$ cat config.mk
export PLATFORM = sky130hd
export DESIGN_NAME = router_fifo_buf
export DESIGN_NICKNAME = d
export VERILOG_FILES = /design/src/rtl/router_fifo_buf.sv
export SDC_FILE = /design/constraint.sdc
export NUM_CORES = 1
export LEC_CHECK = 0
export CORE_MARGIN = 5
export CORE_UTILIZATION = 61
export DETAILED_ROUTE_END_ITERATION = 8
export MAX_ROUTING_LAYER = met4
export PLACE_DENSITY = 0.79
export SLEW_MARGIN = 20
export SYNTH_ARGS = -nofsm -noshare
export SYNTH_HDL_FRONTEND = slang
export SYNTH_SLANG_ARGS = --single-unit
$ cat constraint.sdc
create_clock -name clk -period 3.8 [get_ports clk]
set_input_delay 0.57 -clock clk [delete_from_list [all_inputs] [get_ports clk]]
set_output_delay 0.57 -clock clk [all_outputs]
set_load 0.03 [all_outputs]
$ cat src/rtl/router_fifo_buf.sv
`default_nettype none
// +----------------------------------------------------------------------------+
// | Module   : router_fifo_buf                                                 |
// | Purpose  : Per-destination packet buffer of the 1x3 router. It stores      |
// |            tagged bytes and plays packets back, zeroing dout after parity. |
// | Options  : ROUTER_FIFO_OVF_EN adds a sticky overflow flag output (ovf).    |
// | Revision : 1.0 - initial release                                           |
// +----------------------------------------------------------------------------+
module router_fifo_buf #(
    parameter int DEPTH = 16,
    parameter int AW    = 4,
    parameter int DW    = 8
) (
    input  logic          clk,
    input  logic          rstn,
    input  logic          soft_reset,
    input  logic          write_enb,
    input  logic          read_enb,
    input  logic          lfd_state,
    input  logic [DW-1:0] din,
    output logic [DW-1:0] dout,
    output logic          full,
    output logic          empty
`ifdef ROUTER_FIFO_OVF_EN
    ,
    output logic          ovf
`endif
);

    localparam int           CW        = 7;
    localparam logic [AW:0]  c_PTR_ONE = (AW+1)'(1);
    localparam logic [CW-1:0] c_CNT_ONE = CW'(1);

    logic [DW:0]     r_mem [DEPTH];
    logic [AW:0]     r_wr_ptr;
    logic [AW:0]     r_rd_ptr;
    logic [CW-1:0]   r_cnt;
    logic [DW-1:0]   r_dout;

    logic            w_full;
    logic            w_empty;
    logic            w_wr_acc;
    logic            w_rd_acc;
    logic [DW:0]     w_rd_entry;

    // The wrap bit separates a full buffer from an empty one with equal low bits.
    assign w_empty    = (r_wr_ptr == r_rd_ptr);
    assign w_full     = (r_wr_ptr[AW] != r_rd_ptr[AW]) &&
                        (r_wr_ptr[AW-1:0] == r_rd_ptr[AW-1:0]);
    assign w_wr_acc   = write_enb && !w_full;
    assign w_rd_acc   = read_enb && !w_empty;
    assign w_rd_entry = r_mem[r_rd_ptr[AW-1:0]];

    always_ff @(posedge clk) begin
        if (w_wr_acc && !soft_reset) begin
            r_mem[r_wr_ptr[AW-1:0]] <= {lfd_state, din};
        end
    end

    always_ff @(posedge clk or negedge rstn) begin
        if (!rstn) begin
            r_wr_ptr <= '0;
            r_rd_ptr <= '0;
        end else if (soft_reset) begin
            r_wr_ptr <= '0;
            r_rd_ptr <= '0;
        end else begin
            if (w_wr_acc) begin
                r_wr_ptr <= r_wr_ptr + c_PTR_ONE;
            end
            if (w_rd_acc) begin
                r_rd_ptr <= r_rd_ptr + c_PTR_ONE;
            end
        end
    end

    // A header reload counts payload bytes plus the trailing parity byte.
    always_ff @(posedge clk or negedge rstn) begin
        if (!rstn) begin
            r_cnt <= '0;
        end else if (soft_reset) begin
            r_cnt <= '0;
        end else if (w_rd_acc) begin
            if (w_rd_entry[DW]) begin
                r_cnt <= CW'(w_rd_entry[DW-1:2]) + c_CNT_ONE;
            end else if (r_cnt != '0) begin
                r_cnt <= r_cnt - c_CNT_ONE;
            end
        end
    end

    always_ff @(posedge clk or negedge rstn) begin
        if (!rstn) begin
            r_dout <= '0;
        end else if (soft_reset) begin
            r_dout <= '0;
        end else if (w_rd_acc) begin
            r_dout <= w_rd_entry[DW-1:0];
        end else if (r_cnt == '0) begin
            r_dout <= '0;
        end
    end

    assign dout  = r_dout;
    assign full  = w_full;
    assign empty = w_empty;

`ifdef ROUTER_FIFO_OVF_EN
    logic r_ovf;

    always_ff @(posedge clk or negedge rstn) begin
        if (!rstn) begin
            r_ovf <= 1'b0;
        end else if (soft_reset) begin
            r_ovf <= 1'b0;
        end else if (write_enb && w_full) begin
            r_ovf <= 1'b1;
        end
    end

    assign ovf = r_ovf;
`endif

endmodule
`default_nettype wire

==> results.md <==
- Status: complete, no violations
- Final setup violation count: 0
- Top cell type's share of synthesized area: 0.606
- Initial antenna violation count: 0
- CTS root buf: clkbuf_16
- RSZ-0062 raised after global routing: false
- Clk pwr share: 0.366
- ANT nets after route: 0
- Skew final: 0.00872 ns
- Worst hold margin: 0.139 ns
- Inserted Clock Buffers: 17
- I/O pin count: 24
- Syn-to-layout area delta: 13.8%
- Routed length per instance: 24.3 um
- Req. time, crit path: 3.23 ns
- Die width: 118 um
- Die area: 0.0140 mm2
- Switch share: 0.271
- Commonest non-fill, non-tap cell in the layout: edfxtp_1
- DRC Markers: 0
- Post-Layout Cell Count: 592
- Maximum VDD drop: 0.000387 V
- Largest net degree at the start of global routing: 44
- Syn Area/Cell: 17.8 um2
- Ant. Diodes: 0
- Worst Path Max Fanout: 16
- Power consumption: 4680 uW
- DRT Pass-1 Iters: 5
- Post-CTS Hold Buffers: 0
- DP Cell Count: 560
- Worst min-delay path class: primary input to asynchronous set/reset pin
- Core area: 0.0114 mm2
- Skew-Pair Late Insertion Delay: 0.43 ns
- FMAX: 336 MHz
- WS Path Type: flop to output port
- TritonCTS clock tree: yes
- Max Root-Sink Buffers: 2
- Total Wirelength: 14400 um
- CP Data Arrival Time: 2.41 ns
- Core Rows: 39
- Hpwl dp: 9070 um
- Via-to-Cell Ratio: 6.33
- Synth Instances: 401
- Slew Viols, Final: 0
- Chip Height: 118 um
- Combinational Power Share: 0.180
- Global-route wire length before repair: 22500 um
- P_sw: 1270 uW
- Max_slew headroom: 0.345
- Global placement routability congestion: 0.899
- Grt ovf: 0
- Clk sinks: 169
- FFs w/ async S/R, synth: 0.148
- #FFs+latches synth: 169
- Commonest non-fill, non-tap cells in the layout: edfxtp_1 (144), mux4_2 (39), nand2_1 (25)
- Ys flop type: edfxtp_1
- Area leader, netlist: edfxtp_1
- Synth area leaders: edfxtp_1 (61%), mux4_2 (12%), dfrtp_1 (8.8%)
- Fin crit share: 0.784
- Worst-margin pin slew: 0.976 ns
- Initial Utilization: 0.625
- IO Port Bufs: 23
- Lkg Pwr: 0.00273 uW
- Fin. Hold Viols: 0
- All-Layer GR Usage: 0.224
- Fin nets: 458
- Post-synthesis sequential area ratio: 0.694
- Int Pwr: 3420 uW
- CTS resizes: 0
- MaxCap Viol Count: 0
- PwrDens: 577 mW/mm2
- # H-tree levels: 4
- Worst Reg2Reg Path Length in Cells: 7
- Seq pwr share: 0.454
- Number of enable flip-flop cells after synthesis: 144
- Worst-path clk slew: 0.07 ns
- DRT iter0 DRCs: 486
- Count of cell types in the netlist: 44
- Mapped Nets: 423
- CP startpoint kind: flop
- Synth warn: 0
- Syn Std Cell Area: 0.00713 mm2
- Setup repair bufs after CTS: 0
- Total number of vias: 3746
- Critical Path Sink Type: output port
- Tmin final: 2.98 ns
- Layout cells sized above 1: 0.223
- Vias in the first global route: 3724
- Final setup TNS: 0 ns
## layout make-up
| cell class | instances | area (um2) |
|---|---|---|
| clock buffers | 17 | 425 |
| clock inverters | 15 | 168 |
| fillers | 699 | 3300 |
| inverters | 5 | 18.8 |
| multi-input cells | 205 | 2040 |
| flip-flops and latches | 169 | 4950 |
| well taps | 143 | 179 |
| repair buffers | 38 | 338 |
## per-stage QoR
step                setup WS (ns)  cell area [um2]   util
floorplan                    1.09             7130      -
global placement             1.00             7530  0.659
detailed placement          0.979             7520  0.659
CTS                         0.786             8120  0.711
global route                0.622             8120  0.711
finish                      0.821             8120  0.711
## state kept, by name, summed over array words and instances, names as in the netlist
register / count
r_mem: 144
dout: 8
r_cnt: 7
r_rd_ptr: 5
r_wr_ptr: 5
## synthesized netlist by cell type, types with 2 or more instances
library cell / n
a21oi_1: 12
a22oi_1: 5
and3_1: 8
buf_1: 2
buf_2: 7
buf_6: 5
clkbuf_1: 8
dfrtp_1: 25
edfxtp_1: 144
ha_1: 8
inv_1: 5
mux2i_1: 12
mux4_2: 39
nand2_1: 25
nand3_1: 12
nand3_2: 2
nand4_1: 5
nor2_1: 19
nor2b_1: 8
nor3_1: 5
nor4_1: 2
o21ai_0: 2
o21ai_1: 3
o22ai_1: 3
xnor2_1: 7
xor2_1: 10
## power groups by stage
stage	sequential, uW	clock, uW	combinational, uW
final	2120	1720	844
after floorplan	2150	0	618
after CTS	2120	1740	841
after global routing	2130	1820	911
after detailed placement	2160	0	829
after global placement	2160	0	800
## metal layers
metal	track usage	up-vias	routed length [um]
met5	-	-	0
met4	0.0738	0	261
met3	0.0501	23	818
met2	0.332	138	7060
met1	0.314	1928	6250
li1	-	1657	-
## final timing paths
check                                        startpoint                       to  slack [ns]
worst max register to register  r_rd_ptr[0]$_DFFE_PN0P_    r_mem[0][0]$_DFFE_PP_        0.86
min in group clk                    dout[2]$_DFFE_PN0P_      dout[2]$_DFFE_PN0P_        0.54
worst min-delay path                               rstn  r_rd_ptr[2]$_DFFE_PN0P_        0.14
max in group asynchronous                          rstn  r_rd_ptr[0]$_DFFE_PN0P_        3.24
worst min register to register      dout[2]$_DFFE_PN0P_      dout[2]$_DFFE_PN0P_        0.54
worst max-delay path            r_rd_ptr[0]$_DFFE_PN0P_                    empty        0.82
## worst max-delay path, cell delays in order (launching register included)
cell,delay [ns]
dfrtp_2,0.69
xnor2_1,0.20
nand4_1,0.20
nor2_1,0.20
clkdlybuf4s50_1,0.70
## kinds of logic (layout without fill, tap and decap cells)
group | Yosys count | in the layout | synth area share
buffers and inverters | 27 | 75 | 0.0207
muxes | 53 | 53 | 0.147
AOI/OAI and AO/OA | 33 | 33 | 0.0335
adders and majority gates | 8 | 8 | 0.0140
DFF | 169 | 169 | 0.694
and+or+nand+nor | 94 | 94 | 0.0702
xor gates and xnor gates | 17 | 17 | 0.0209
No activity file was read; power rests on OpenSTA's default activity.
